[src/rtl/ar_buf_pkg.sv]
// rtl/ar_buf_pkg.sv - shared width defaults and pointer sizing for the AR request buffers
package ar_buf_pkg;
    localparam int DEF_ID_WIDTH    = 32;
    localparam int DEF_ADDR_WIDTH  = 32;
    localparam int DEF_LEN_WIDTH   = 8;
    localparam int DEF_SIZE_WIDTH  = 3;
    localparam int DEF_BURST_WIDTH = 2;
    localparam int DEF_QOS_WIDTH   = 4;

    function automatic int ptr_width(input int depth);
        int w;
        w = $clog2(depth);
        return (w < 1) ? 1 : w;
    endfunction
endpackage

[src/rtl/ar_if.sv]
// rtl/ar_if.sv - AXI read-address channel bundle
interface ar_if
    import ar_buf_pkg::*;
#(
    parameter int ID_WIDTH    = DEF_ID_WIDTH,
    parameter int ADDR_WIDTH  = DEF_ADDR_WIDTH,
    parameter int LEN_WIDTH   = DEF_LEN_WIDTH,
    parameter int SIZE_WIDTH  = DEF_SIZE_WIDTH,
    parameter int BURST_WIDTH = DEF_BURST_WIDTH,
    parameter int QOS_WIDTH   = DEF_QOS_WIDTH
);
    logic                   valid;
    logic                   ready;
    logic [ID_WIDTH-1:0]    id;
    logic [ADDR_WIDTH-1:0]  addr;
    logic [LEN_WIDTH-1:0]   len;
    logic [SIZE_WIDTH-1:0]  size;
    logic [BURST_WIDTH-1:0] burst;
    logic [QOS_WIDTH-1:0]   qos;

    modport sender (output valid, output id, output addr, output len, output size,
                    output burst, output qos, input ready);
    modport receiver (input valid, input id, input addr, input len, input size,
                      input burst, input qos, output ready);
endinterface

[src/rtl/rd_outstanding_tracker.sv]
// rtl/rd_outstanding_tracker.sv - in-flight burst counter with issue limit and sticky underflow
module rd_outstanding_tracker #(
    parameter int MAX_OUTSTANDING = 16,
    parameter int OUT_W           = 5
) (
    input  logic             clk,
    input  logic             rst_n,
    input  logic             issue,
    input  logic             done,
    output logic [OUT_W-1:0] count,
    output logic             throttle,
    output logic             underflow_err
);
    // Unlimited mode still counts, but saturates at the counter's all-ones value.
    localparam logic [OUT_W-1:0] CNT_MAX =
        (MAX_OUTSTANDING == 0) ? {OUT_W{1'b1}} : OUT_W'(MAX_OUTSTANDING);

    logic [OUT_W-1:0] count_q;
    logic             underflow_q;

    always_ff @(posedge clk or negedge rst_n) begin
        if (!rst_n) begin
            count_q     <= '0;
            underflow_q <= 1'b0;
        end else begin
            if (done && count_q == '0) underflow_q <= 1'b1;
            if (issue && !done && count_q != CNT_MAX) begin
                count_q <= count_q + 1'b1;
            end else if (done && !issue && count_q != '0) begin
                count_q <= count_q - 1'b1;
            end
        end
    end

    assign count         = count_q;
    assign throttle      = (MAX_OUTSTANDING != 0) && (count_q == CNT_MAX);
    assign underflow_err = underflow_q;
endmodule

[src/rtl/outgoing_ar_queue.sv]
// rtl/outgoing_ar_queue.sv - AR request queue with optional bypass, almost-full, level and read limiter
module outgoing_ar_queue
    import ar_buf_pkg::*;
#(
    parameter int ID_WIDTH        = DEF_ID_WIDTH,
    parameter int ADDR_WIDTH      = DEF_ADDR_WIDTH,
    parameter int LEN_WIDTH       = DEF_LEN_WIDTH,
    parameter int SIZE_WIDTH      = DEF_SIZE_WIDTH,
    parameter int BURST_WIDTH     = DEF_BURST_WIDTH,
    parameter int QOS_WIDTH       = DEF_QOS_WIDTH,
    parameter int DEPTH           = 8,
    parameter int BYPASS          = 0,
    parameter int AF_THRESH       = 6,
    parameter int MAX_OUTSTANDING = 16,
    localparam int CNT_W = $clog2(DEPTH + 1),
    localparam int OUT_W = (MAX_OUTSTANDING < 1) ? 1 : $clog2(MAX_OUTSTANDING + 1)
) (
    input  logic             clk,
    input  logic             rst_n,
    ar_if.receiver           ar_in,
    ar_if.sender             ar_out,
    input  logic             rsp_done,
    output logic [CNT_W-1:0] level,
    output logic             almost_full,
    output logic [OUT_W-1:0] outstanding,
    output logic             underflow_err
);
    localparam int PTR_W = ptr_width(DEPTH);

    typedef struct packed {
        logic [ID_WIDTH-1:0]    id;
        logic [ADDR_WIDTH-1:0]  addr;
        logic [LEN_WIDTH-1:0]   len;
        logic [SIZE_WIDTH-1:0]  size;
        logic [BURST_WIDTH-1:0] burst;
        logic [QOS_WIDTH-1:0]   qos;
    } ar_entry_t;

    ar_entry_t        mem [DEPTH];
    ar_entry_t        in_ent;
    ar_entry_t        out_ent;
    logic [PTR_W-1:0] wr_ptr;
    logic [PTR_W-1:0] rd_ptr;
    logic [CNT_W-1:0] level_q;
    logic             full;
    logic             empty;
    logic             throttle;
    logic             bypass_mode;
    logic             out_valid;
    logic             handshake;
    logic             bypass_take;
    logic             push;
    logic             pop;

    function automatic logic [PTR_W-1:0] ptr_next(input logic [PTR_W-1:0] p);
        return (p == PTR_W'(DEPTH - 1)) ? '0 : p + 1'b1;
    endfunction

    assign in_ent = '{id: ar_in.id, addr: ar_in.addr, len: ar_in.len, size: ar_in.size,
                      burst: ar_in.burst, qos: ar_in.qos};

    assign full        = (level_q == CNT_W'(DEPTH));
    assign empty       = (level_q == '0);
    assign bypass_mode = (BYPASS != 0) && empty;
    // Gated by rst_n so the bypass path cannot present a request while held in reset.
    assign out_valid   = rst_n && !throttle && (bypass_mode ? ar_in.valid : !empty);
    assign handshake   = out_valid && ar_out.ready;
    assign bypass_take = bypass_mode && handshake;
    assign ar_in.ready = rst_n && !full;
    assign push        = ar_in.valid && ar_in.ready && !bypass_take;
    assign pop         = handshake && !bypass_mode;
    assign out_ent     = out_valid ? (bypass_mode ? in_ent : mem[rd_ptr]) : '0;

    assign ar_out.valid = out_valid;
    assign ar_out.id    = out_ent.id;
    assign ar_out.addr  = out_ent.addr;
    assign ar_out.len   = out_ent.len;
    assign ar_out.size  = out_ent.size;
    assign ar_out.burst = out_ent.burst;
    assign ar_out.qos   = out_ent.qos;

    assign level       = level_q;
    assign almost_full = (level_q >= CNT_W'(AF_THRESH));

    always_ff @(posedge clk) begin
        if (push) mem[wr_ptr] <= in_ent;
    end

    always_ff @(posedge clk or negedge rst_n) begin
        if (!rst_n) begin
            wr_ptr  <= '0;
            rd_ptr  <= '0;
            level_q <= '0;
        end else begin
            if (push) wr_ptr <= ptr_next(wr_ptr);
            if (pop)  rd_ptr <= ptr_next(rd_ptr);
            if (push && !pop)      level_q <= level_q + 1'b1;
            else if (pop && !push) level_q <= level_q - 1'b1;
        end
    end

    rd_outstanding_tracker #(
        .MAX_OUTSTANDING(MAX_OUTSTANDING),
        .OUT_W          (OUT_W)
    ) u_tracker (
        .clk          (clk),
        .rst_n        (rst_n),
        .issue        (handshake),
        .done         (rsp_done),
        .count        (outstanding),
        .throttle     (throttle),
        .underflow_err(underflow_err)
    );

    ar_out_stable: assert property (@(posedge clk) disable iff (!rst_n)
        (out_valid && !ar_out.ready) |=> (out_valid && $stable(out_ent)));
endmodule

[src/flat_wrapper.sv]
// flat-port wrapper written by rule: the top's interface ports become plain ports
module outgoing_ar_queue_flat import ar_buf_pkg::*;
#(
    parameter int ID_WIDTH        = DEF_ID_WIDTH,
    parameter int ADDR_WIDTH      = DEF_ADDR_WIDTH,
    parameter int LEN_WIDTH       = DEF_LEN_WIDTH,
    parameter int SIZE_WIDTH      = DEF_SIZE_WIDTH,
    parameter int BURST_WIDTH     = DEF_BURST_WIDTH,
    parameter int QOS_WIDTH       = DEF_QOS_WIDTH,
    parameter int DEPTH           = 8,
    parameter int BYPASS          = 0,
    parameter int AF_THRESH       = 6,
    parameter int MAX_OUTSTANDING = 16,
    localparam int CNT_W = $clog2(DEPTH + 1),
    localparam int OUT_W = (MAX_OUTSTANDING < 1) ? 1 : $clog2(MAX_OUTSTANDING + 1)
)
  (clk, rst_n, rsp_done, level, almost_full, outstanding, underflow_err, ar_in_valid, ar_in_id, ar_in_addr, ar_in_len, ar_in_size, ar_in_burst, ar_in_qos, ar_in_ready, ar_out_valid, ar_out_id, ar_out_addr, ar_out_len, ar_out_size, ar_out_burst, ar_out_qos, ar_out_ready);
  ar_if #(.ID_WIDTH(ID_WIDTH), .ADDR_WIDTH(ADDR_WIDTH), .LEN_WIDTH(LEN_WIDTH), .SIZE_WIDTH(SIZE_WIDTH), .BURST_WIDTH(BURST_WIDTH), .QOS_WIDTH(QOS_WIDTH)) ar_in_i ();
  ar_if #(.ID_WIDTH(ID_WIDTH), .ADDR_WIDTH(ADDR_WIDTH), .LEN_WIDTH(LEN_WIDTH), .SIZE_WIDTH(SIZE_WIDTH), .BURST_WIDTH(BURST_WIDTH), .QOS_WIDTH(QOS_WIDTH)) ar_out_i ();
  input  logic clk;
  input  logic rst_n;
  input  logic rsp_done;
  output logic [CNT_W-1:0] level;
  output logic almost_full;
  output logic [OUT_W-1:0] outstanding;
  output logic underflow_err;
  input wire logic [$bits(ar_in_i.valid)-1:0] ar_in_valid;
  input wire logic [$bits(ar_in_i.id)-1:0] ar_in_id;
  input wire logic [$bits(ar_in_i.addr)-1:0] ar_in_addr;
  input wire logic [$bits(ar_in_i.len)-1:0] ar_in_len;
  input wire logic [$bits(ar_in_i.size)-1:0] ar_in_size;
  input wire logic [$bits(ar_in_i.burst)-1:0] ar_in_burst;
  input wire logic [$bits(ar_in_i.qos)-1:0] ar_in_qos;
  output wire logic [$bits(ar_in_i.ready)-1:0] ar_in_ready;
  output wire logic [$bits(ar_out_i.valid)-1:0] ar_out_valid;
  output wire logic [$bits(ar_out_i.id)-1:0] ar_out_id;
  output wire logic [$bits(ar_out_i.addr)-1:0] ar_out_addr;
  output wire logic [$bits(ar_out_i.len)-1:0] ar_out_len;
  output wire logic [$bits(ar_out_i.size)-1:0] ar_out_size;
  output wire logic [$bits(ar_out_i.burst)-1:0] ar_out_burst;
  output wire logic [$bits(ar_out_i.qos)-1:0] ar_out_qos;
  input wire logic [$bits(ar_out_i.ready)-1:0] ar_out_ready;
  assign ar_in_i.valid = ar_in_valid;
  assign ar_in_i.id = ar_in_id;
  assign ar_in_i.addr = ar_in_addr;
  assign ar_in_i.len = ar_in_len;
  assign ar_in_i.size = ar_in_size;
  assign ar_in_i.burst = ar_in_burst;
  assign ar_in_i.qos = ar_in_qos;
  assign ar_in_ready = ar_in_i.ready;
  assign ar_out_valid = ar_out_i.valid;
  assign ar_out_id = ar_out_i.id;
  assign ar_out_addr = ar_out_i.addr;
  assign ar_out_len = ar_out_i.len;
  assign ar_out_size = ar_out_i.size;
  assign ar_out_burst = ar_out_i.burst;
  assign ar_out_qos = ar_out_i.qos;
  assign ar_out_i.ready = ar_out_ready;
  outgoing_ar_queue #(.ID_WIDTH(ID_WIDTH), .ADDR_WIDTH(ADDR_WIDTH), .LEN_WIDTH(LEN_WIDTH), .SIZE_WIDTH(SIZE_WIDTH), .BURST_WIDTH(BURST_WIDTH), .QOS_WIDTH(QOS_WIDTH), .DEPTH(DEPTH), .BYPASS(BYPASS), .AF_THRESH(AF_THRESH), .MAX_OUTSTANDING(MAX_OUTSTANDING)) u_core (.clk(clk), .rst_n(rst_n), .ar_in(ar_in_i), .ar_out(ar_out_i), .rsp_done(rsp_done), .level(level), .almost_full(almost_full), .outstanding(outstanding), .underflow_err(underflow_err));
endmodule
[config.mk]
export PLATFORM = sky130hd
export DESIGN_NAME = outgoing_ar_queue_flat
export DESIGN_NICKNAME = d
export VERILOG_FILES = /design/src/rtl/ar_buf_pkg.sv /design/src/rtl/ar_if.sv /design/src/rtl/rd_outstanding_tracker.sv /design/src/rtl/outgoing_ar_queue.sv /design/src/flat_wrapper.sv
export SDC_FILE = /design/constraint.sdc
export NUM_CORES = 1
export LEC_CHECK = 0
export BUFFER_PORTS_ARGS = -buffer_cell sky130_fd_sc_hd__buf_2
export CORE_AREA = 5 5 211 213
export CTS_BUF_LIST = sky130_fd_sc_hd__clkbuf_8
export DETAILED_ROUTE_END_ITERATION = 10
export DIE_AREA = 0 0 216 218
export PLACE_DENSITY = 0.89
export SYNTH_ARGS = -nofsm -noshare
export SYNTH_HDL_FRONTEND = slang
export SYNTH_SLANG_ARGS = --single-unit
[constraint.sdc]
create_clock -name clk -period 12.7 [get_ports clk]
set_input_delay 1.905 -clock clk [delete_from_list [all_inputs] [get_ports clk]]
set_output_delay 1.905 -clock clk [all_outputs]
set_load 0.02 [all_outputs]
==> metrics, run 1 <==
Post-synth EDFFs=648; clock period minus worst slack=approximately 6.2 ns; CP Launch Type=register; Tot Pwr=6.14 mW; Req. time, crit path=10.80 ns; max-cap violations=0; initial core utilization=0.601; final non-filler cell total=2014; top cells by count, synth=edfxtp_1 (648), mux4_2 (162), nor2_1 (87); Final Max Tran Viols=0; post-synth top area cell=edfxtp_1; initial antenna violation count=8; Leak Pwr=9.88 nW; layout cells sized above 1=0.351; Detail Route Antenna Nets=0; Clock power frac=0.269; Routed WL per cell=24.8 µm; Vert. Die Dim=218 µm; via count=12102; DRC=0; Slew @ Worst Pin=approximately 1.1 ns; Layout area overhead=13.7%; Setup Skew=between 0.015 and 0.02 ns; # setup viols final=0; CTS Buf Count=99; Avg Cell Area, Syn=22.6 µm²; hold_buf cts=0; num ports=180; Slew Limit Headroom=0.265; DP Area=between 20000 and 30000 µm²; synthesized cell area=25600 µm²; grt ovf=0; Fin. Hold Viols=0; Seq cells post-synth=664; Placer Congestion=0.713; gr usage total=0.217; root buffer cell=clkbuf_8; period utilization=0.491; crit-path max FO=51; vias per cell=6.01; Worst VDD drop=about 0.17 mV; post-cts sizing count=0; Yosys warning total=0; area share of the largest cell type after synthesis=0.761; count leader, synth=edfxtp_1; Core ar.=~43000 µm²; worst-skew pair later-pin latency=0.65 ns; worst path cell trace=buf_4, buf_4, mux4_2, mux2i_1, nor2_1, buf_2; Crit. End Element=output pin; Buf/Inv on CP=3; FFs w/ async S/R, synth=0.0241; Pre-antenna DRT Iters=6; CTS tree=yes; clk sinks=664; Fin Setup TNS=0 ns; design area=just under 30000 µm²; CTS Buffer Depth=3; Cell Count Post-Placement=1826; FILL cells=2573; Logic pwr share=0.282; largest net degree at the start of global routing=83; predominant post-synthesis flop cell=edfxtp_1; Crit path largest cell delay=0.90 ns; Post-CTS Setup Repair Bufs=0; RSZ-0062 raised after global routing=no; Crit path max-delay family=buffers and inverters; Mapped Cells=between 1000 and 1500; # H-tree levels=3; fin nets=about 1500; port bufs=between 150 and 200; Routed WL=49900 µm; Crit-path slowest cell=buf_4; HPWL Detailed=27100 µm; sequential fraction of the synthesis area=0.777; Crit path arrival time=4.33 ns; Reg power frac=0.448; Reg clk slew, reported paths=roughly 0.06 ns; PD cells=about 210 nW/µm²; worst min-delay path category=reg2reg; std cell rows=76; die area=about 47000 µm²; first-pass GRT wire length=77300 µm; CP Class=reg2out; Iter 0 DRT Violations=just over 1000; internal power=4.26 mW; Top cell by count, worst path=buf_4; Synth cell types=38; Switching Fraction=0.306; net switching power=1.88 mW; DIE WIDTH=216 µm; Mapped Nets=between 1000 and 1500; vias in the first global route=13119; Area contributors post-synth=edfxtp_1 (76%), mux4_2 (14%), mux2i_1 (3.3%), dfrtp_1 (1.6%), nor2_1 (1.3%); status=complete, no violations; Fmax achieved=about 0.16 GHz
==> per-layer routing <==
layer | GRT usage | up-vias | share of wire
met1 | 0.293 | 6323 | 0.39
li1 | - | 5242 | -
met3 | 0.0429 | 60 | 0.068
met4 | 0.0608 | 6 | 0.014
met2 | 0.371 | 471 | 0.52
met5 | 0 | - | 0.00068
==> registers in the layout (all words and copies together), names as in the netlist <==
name / flops
u_core.mem: 648
u_core.wr_ptr: 3
u_core.rd_ptr: 3
u_core.level: 4
u_core.u_tracker.underflow_err: 1
u_core.u_tracker.count: 5
==> cells in the final DEF, fill, tap and decap left out, drive strengths merged, types with 2 or more instances in the layout <==
cell,n
a21o,3
a21oi,3
buf,202
bufinv,6
clkbuf,103
clkinv,43
dfrtp,16
diode,5
edfxtp,648
fa,2
ha,11
inv,38
mux2,7
mux2i,84
mux4,162
nand2,7
nand2b,4
nand3,3
nor2,87
nor3,8
nor4,3
o21ai,4
xnor2,5
==> worst paths after layout <==
check	start	endpoint	slack (ns)	cells after the start
max	u_core.rd_ptr[0]	ar_out_addr[17]	6.46	6
min	u_core.u_tracker.underflow_err	u_core.u_tracker.underflow_err	0.46	1
max reg2reg	u_core.level[0]	u_core.mem[1][59]	9.44	6
min reg2reg	u_core.u_tracker.underflow_err	u_core.u_tracker.underflow_err	0.46	1
min in group asynchronous	rst_n	u_core.u_tracker.underflow_err	1.19	1
max in group asynchronous	rst_n	u_core.rd_ptr[2]	11.18	1
==> power groups by stage <==
stage          clock network [mW]  registers [mW]  logic, mW
6_report                     1.65            2.75       1.73
5_1_grt                      1.80            2.77       1.87
4_1_cts                      1.69            2.76       1.77
3_5_place_dp                    0            2.80       1.77
3_3_place_gp                    0            2.78       1.72
2_1_floorplan                   0            2.74       1.32
==> kinds of logic (layout without fill, tap and decap cells) <==
| logic type | Yosys count | in the layout | share of synthesized area |
|---|---|---|---|
| compound gates | 18 | 18 | 0.00622 |
| xor+xnor | 6 | 6 | 0.00206 |
| fa+ha+maj | 13 | 13 | 0.00695 |
| buf+inv | 62 | 393 | 0.0105 |
| flops | 664 | 664 | 0.777 |
| mux | 253 | 253 | 0.179 |
| other cells | 0 | 5 | 0 |
| simple gates | 116 | 116 | 0.0188 |
==> per-stage QoR <==
stage / util / setup slack (ns) / hold WS [ns]
finish: 0.684 / 6.46 / 0.462
global route: 0.684 / 5.94 / 0.491
CTS: 0.684 / 6.25 / 0.464
detailed placement: 0.639 / 6.96 / 0.449
global placement: 0.639 / 7.04 / 0.448
floorplan: - / 1.51 / 0.588
==> final cells by class <==
class | count | area, µm² | area share
Tap cell | 546 | 683 | 0.0235
Antenna cell | 5 | 12.5 | 0.000430
Timing Repair Buffer | 202 | 1070 | 0.0367
Multi-Input combinational cell | 406 | 5500 | 0.189
Clock inverter | 80 | 499 | 0.0172
Inverter | 8 | 30.0 | 0.00103
Sequential cell | 664 | 19900 | 0.683
Clock buffer | 103 | 1420 | 0.0488
Note: power is estimated with default switching activity, not from simulation.
==> run 2, diff against run 1 <==
- ABC_AREA: default -> 1
- CORE_AREA: 5 5 211 213 -> 5 5 224 226
- DIE_AREA: 0 0 216 218 -> 0 0 229 231
- PLACE_DENSITY: 0.89 -> 0.86
- clock period: 12.7 -> 5 ns (I/O delays scaled with it)
==> metrics, run 2 <==
status=complete, no violations; CP Class=reg2out; worst min-delay path category=in2reg; period utilization=0.856; DIE WIDTH=229 µm; Synth cell types=25; Crit. Startpoint=u_core.rd_ptr[0]; std cell rows=81; crit-path max FO=approximately 130; vias per cell=5.83; Mapped Cells=2128; Tot Pwr=roughly 16 mW; Detail Route Antenna Nets=0; Core ar.=48100 µm²; FFs w/ async S/R, synth=0.0241; DRC=0; Worst VDD drop=0.398 mV; Layout area overhead=12.4%; initial core utilization=0.550; Area contributors post-synth=edfxtp_1 (73%), nand2_1 (5.0%), nor2_1 (4.8%), nand3_1 (3.3%), o21ai_0 (3.2%); Iter 0 DRT Violations=1838; Post-CTS Setup Repair Bufs=0; Vert. Die Dim=231 µm; Leak Pwr=10.6 nW; Routed WL per cell=a little over 20 µm; Buf/Inv on CP=3; CTS tree=yes; Reg clk slew, reported paths=0.06 ns; via count=17635; Mapped Nets=2227; max FFs per register=648; worst-skew pair later-pin latency=0.69 ns; post-cts sizing count=0; Fin. Hold Viols=0; reg2reg end=u_core.mem[1][37]; Post-synth EDFFs=648; Crit-path slowest cell=dfrtp_4; HPWL Detailed=33300 µm; critical path depth=7; Yosys warning total=0; count leader, synth=edfxtp_1; initial antenna violation count=6; area share of the largest cell type after synthesis=0.735; Avg Cell Area, Syn=12.4 µm²; Req. time, crit path=4.25 ns; predominant post-synthesis flop cell=edfxtp_1; Crit path largest cell delay=0.77 ns; PD cells=about 550 nW/µm²; die area=roughly 53000 µm²; sequential fraction of the synthesis area=0.750; most frequent cells in the layout=edfxtp_1 (648), nand2_1 (352), nor2_1 (334); Setup Skew=between 0.02 and 0.025 ns; Placer Congestion=approximately 0.77; Seq cells post-synth=664; Final Util=0.618; Final Max Tran Viols=0; Slew Limit Headroom=0.375; origin of the critical flop-to-flop path=u_core.level[1]; Pre-antenna DRT Iters=5; FILL cells=3405; grt ovf=0; # H-tree levels=3; RSZ-0062 raised after global routing=no; first-pass GRT wire length=~97000 µm; top cells by count, synth=edfxtp_1 (648), nand2_1 (353), nor2_1 (342); Worst setup endpoint=ar_out_addr[24]; CP Launch Type=register; layout cells sized above 1=0.150; clk sinks=664; post-synth top area cell=edfxtp_1; worst path cell trace=inv_8, buf_4, nand2_1, nand3_1, a21oi_1, nor3_1, buf_2; fin nets=2412; Fmax achieved=0.234 GHz; vias in the first global route=18050; port bufs=179; most common cell after layout, fill and taps aside=edfxtp_1; Crit path arrival time=about 3.5 ns; synthesized cell area=about 26000 µm²; Routed WL=62300 µm; root buffer cell=clkbuf_8; Crit. End Element=output pin; CTS Buf Count=approximately 100; gr usage total=0.233; max-cap violations=0; worst reg2reg setup slack=2.05 ns; # setup viols final=0; R2R cell count=7; Crit path max-delay family=buffers and inverters; clock period minus worst slack=around 4.3 ns; largest net degree at the start of global routing=182; Reg with most FFs=u_core.mem; CTS Buffer Depth=3; Slew @ Worst Pin=0.938 ns; num ports=180
[run 2: cell type report]
type | count | area [µm²] | share of cell area
Clock buffer | 104 | 1430 | 0.0481
Multi-Input combinational cell | 1310 | 5900 | 0.198
Clock inverter | 85 | 438 | 0.0147
Antenna cell | 4 | 10.0 | 0.000336
Tap cell | 622 | 778 | 0.0262
Timing Repair Buffer | 214 | 1240 | 0.0415
Inverter | 22 | 93.8 | 0.00315
Sequential cell | 664 | 19900 | 0.668
[run 2: metrics by stage]
step                      worst slack [ns]  setup TNS, ns  instance area [µm²]  hold WS [ns]  cells
after floorplan                     -0.541        -175.43                26500         0.454   2128
after global placement                1.38              0                27900         0.458   2831
after detailed placement              1.27              0                27900         0.476   2831
after CTS                            0.667              0                29700         0.264   3021
after global routing                 0.450              0                29800         0.287   3025
final                                0.718              0                29800         0.323   3025
[run 2: cells by family (layout without fill, tap and decap cells)]
| family | after synthesis | in the layout | synth area share |
|---|---|---|---|
| xor+xnor | 5 | 5 | 0.00165 |
| other cells | 0 | 4 | 0 |
| compound gates | 340 | 340 | 0.0644 |
| simple gates | 951 | 951 | 0.147 |
| fa+ha+maj | 13 | 13 | 0.00671 |
| mux | 1 | 1 | 0.000425 |
| flops | 664 | 664 | 0.750 |
| buf+inv | 154 | 425 | 0.0300 |
[run 2: worst min path at each step]
stage / from / cells past startpoint / end / slack [ns]
floorplan: rst_n / 0 / u_core.level[0] / 0.45
global placement: u_core.u_tracker.underflow_err / 1 / u_core.u_tracker.underflow_err / 0.46
detailed placement: u_core.u_tracker.underflow_err / 1 / u_core.u_tracker.underflow_err / 0.48
CTS: ar_in_id[17] / 1 / u_core.mem[2][66] / 0.26
global route: ar_in_addr[7] / 1 / u_core.mem[7][24] / 0.29
finish: ar_in_addr[27] / 1 / u_core.mem[1][44] / 0.32
[run 2: worst register-to-register path, cell delays in order (launching register included)]
cell and delay, ns:
dfrtp_1 0.49, nor2_1 0.12, a21oi_1 0.19, nand2_1 0.14, inv_1 0.17, nand2_1 0.28
nor2_4 0.70, buf_4 0.50
[run 2: layer usage]
metal  part of all wire  global-route usage  vias to the layer above
met5            0.00055                   0                        -
li1                   -                   -                     7980
met4              0.027               0.101                        4
met1               0.38               0.294                     8612
met3              0.083              0.0456                      136
met2               0.51               0.396                      903
[run 2: repair_timing]
action	CTS	global route
hold buffers	1	0
endpoints found under the hold margin	16	0
endpoints found under the setup margin	0	0
[run 2: power by group]
| part | total (mW) | leakage (nW) | internal [mW] | switching [mW] |
|---|---|---|---|---|
| combinational | 5.29 | 3.55 | 1.50 | 3.79 |
| sequential | 6.93 | 6.04 | 6.58 | 0.352 |
| clock | 4.11 | 1.05 | 2.09 | 2.02 |
| total | 16.3 | 10.6 | 10.2 | 6.16 |
==> run 3, diff against run 2 <==
- CORE_AREA: 5 5 224 226 -> 5 5 233 235
- DIE_AREA: 0 0 229 231 -> 0 0 238 240
- PLACE_DENSITY: 0.86 -> 0.87
- SYNTH_HIERARCHICAL: default -> 1
==> metrics, run 3 <==
status=complete, no violations; Yosys warning total=6; root buffer cell=clkbuf_8; initial antenna violation count=8; net switching power=6.49 mW; Slew @ Worst Pin=1.06 ns; crit-path max FO=44; sequential fraction of the synthesis area=0.676; via count=20128; die area=57100 µm²; Crit path arrival time=~3.5 ns; # setup viols final=0; Final Max Tran Viols=0; post-synth top area cell=edfxtp_1; worst min-delay path category=in2reg; CP Class=in2out; Crit path largest cell delay=0.62 ns; Post-CTS Setup Repair Bufs=0; top cells by count, synth=nand2_1 (858), inv_1 (667), edfxtp_1 (648); PD cells=between 500 and 600 nW/µm²; gr usage total=0.224; Avg Cell Area, Syn=9.91 µm²; Fmax achieved=0.235 GHz; vias per cell=5.14; Mapped Cells=2964; Mapped Nets=3062; DIE WIDTH=238 µm; vias in the first global route=19528; final non-filler cell total=3914; std cell rows=84; footprint of the multi-input gates=approximately 6400 µm²; Buf/Inv on CP=5; internal power=10.7 mW; Switching Fraction=0.377; Reg clk slew, reported paths=0.06 ns; port bufs=179; Reg power frac=0.401; Clock power frac=0.257; Layout area overhead=12.3%; Seq cells post-synth=roughly 660; initial core utilization=0.565; register area=19900 µm²; most frequent cells in the layout=nand2_1 (858), inv_1 (695), edfxtp_1 (648); count leader, synth=nand2_1; first-pass GRT wire length=101000 µm; Placer Congestion=0.765; Req. time, crit path=around 4.3 ns; most common cell after layout, fill and taps aside=nand2_1; HPWL Detailed=approximately 34000 µm; CTS Buffer Depth=3; max FFs per register=648; Crit. End Element=output pin; Fin. Hold Viols=0; CP Launch Type=primary input; Worst Hold Slack=approximately 0.33 ns; area share of the largest cell type after synthesis=0.663; num ports=180; period utilization=0.851; Post-synth EDFFs=648; # H-tree levels=3; Slew Limit Headroom=0.289; Reg with most FFs=u_core/mem; DRC=0; FILL cells=3803; predominant post-synthesis flop cell=edfxtp_1; Cell Count Post-Placement=3723; clock period minus worst slack=~4.3 ns; fin nets=roughly 3200; largest net degree at the start of global routing=176; Worst VDD drop=roughly 0.44 mV; Routed WL per cell=16.5 µm; Routed WL=64700 µm; Logic pwr share=0.342; worst-skew pair later-pin latency=0.67 ns; Vert. Die Dim=about 240 µm; grt ovf=0; Leak Pwr=15.1 nW; layout cells sized above 1=0.112; Synth cell types=25; Crit-path slowest cell=and2_4; Area contributors post-synth=edfxtp_1 (66%), nand2_1 (11%), inv_1 (8.5%), nand3_1 (7.3%), nor2_1 (2.3%); Setup Skew=approximately 0.025 ns; Pre-antenna DRT Iters=7; RSZ-0062 raised after global routing=no; synthesized cell area=29400 µm²; FFs w/ async S/R, synth=0.0241; Fin Setup TNS=0 ns; clk sinks=~660; worst path cell trace=dlygate4sd3_1, buf_2, inv_1, nor2_1, and2_4, buf_4, nand2_1, nor2_1, buf_2; Iter 0 DRT Violations=1918; max-cap violations=0; Core ar.=52000 µm²; Detail Route Antenna Nets=0; CTS Buf Count=102; CTS tree=yes; Crit path max-delay family=buffers and inverters
## run 3: path summary, 6_finish.rpt
path,start,to,slack [ns],cells past startpoint
setup / recovery,rst_n,ar_out_addr[18],0.75,9
hold / removal,ar_in_len[3],u_core/mem[5][12],0.33,1
setup reg to reg,u_core/u_tracker/count[0],u_core/u_tracker/count[4],2.39,16
hold reg to reg,u_core/u_tracker/underflow_err,u_core/u_tracker/underflow_err,0.51,1
max in group asynchronous,rst_n,u_core/rd_ptr[1],4.12,2
min in group asynchronous,rst_n,u_core/u_tracker/count[1],0.55,2
## run 3: metrics by stage
| step | setup WS (ns) | total power, mW | area, µm² | utilization |
|---|---|---|---|---|
| after global placement | 1.35 | 12.7 | 30900 | 0.594 |
| final | 0.746 | 17.2 | 33000 | 0.634 |
| after detailed placement | 1.30 | 12.9 | 30900 | 0.594 |
| after CTS | 0.741 | 17.3 | 33000 | 0.633 |
| after global routing | 0.549 | 18.2 | 33000 | 0.634 |
| after floorplan | 0.0695 | 11.1 | 29400 | - |
## run 3: cells by family after synthesis
group,synth area share
xor gates and xnor gates,0.00119
and+or+nand+nor,0.209
buffers and inverters,0.107
DFF,0.676
AOI/OAI and AO/OA,0.000937
adders and majority gates,0.00562
## run 3: repair_timing
action	in CTS	in global routing
setup endpoints to repair	0	0
gates resized for setup	0	0
hold endpoints to repair	16	0
hold buffers	1	0
## run 3: power groups by stage
stage	clock network (mW)	registers (mW)	logic, mW
floorplan	0	6.90	4.22
global placement	0	7.00	5.68
detailed placement	0	7.02	5.84
CTS	4.52	6.90	5.88
global route	4.81	6.94	6.49
finish	4.43	6.90	5.89
## run 3: cell type report
class	instances	area share
Clock inverter	75	0.0167
Clock buffer	107	0.0447
Inverter	669	0.0765
Tap cell	688	0.0261
Antenna cell	8	0.000607
Multi-Input combinational cell	1497	0.195
Timing Repair Buffer	206	0.0379
Sequential cell	664	0.603
## run 3: per-layer routing
metal  wire, µm  part of all wire  GRT usage
met1      25000              0.39      0.277
met5         34           0.00053          0
met4       2070             0.032     0.0941
met3       5120             0.079     0.0407
met2      32400              0.50      0.392
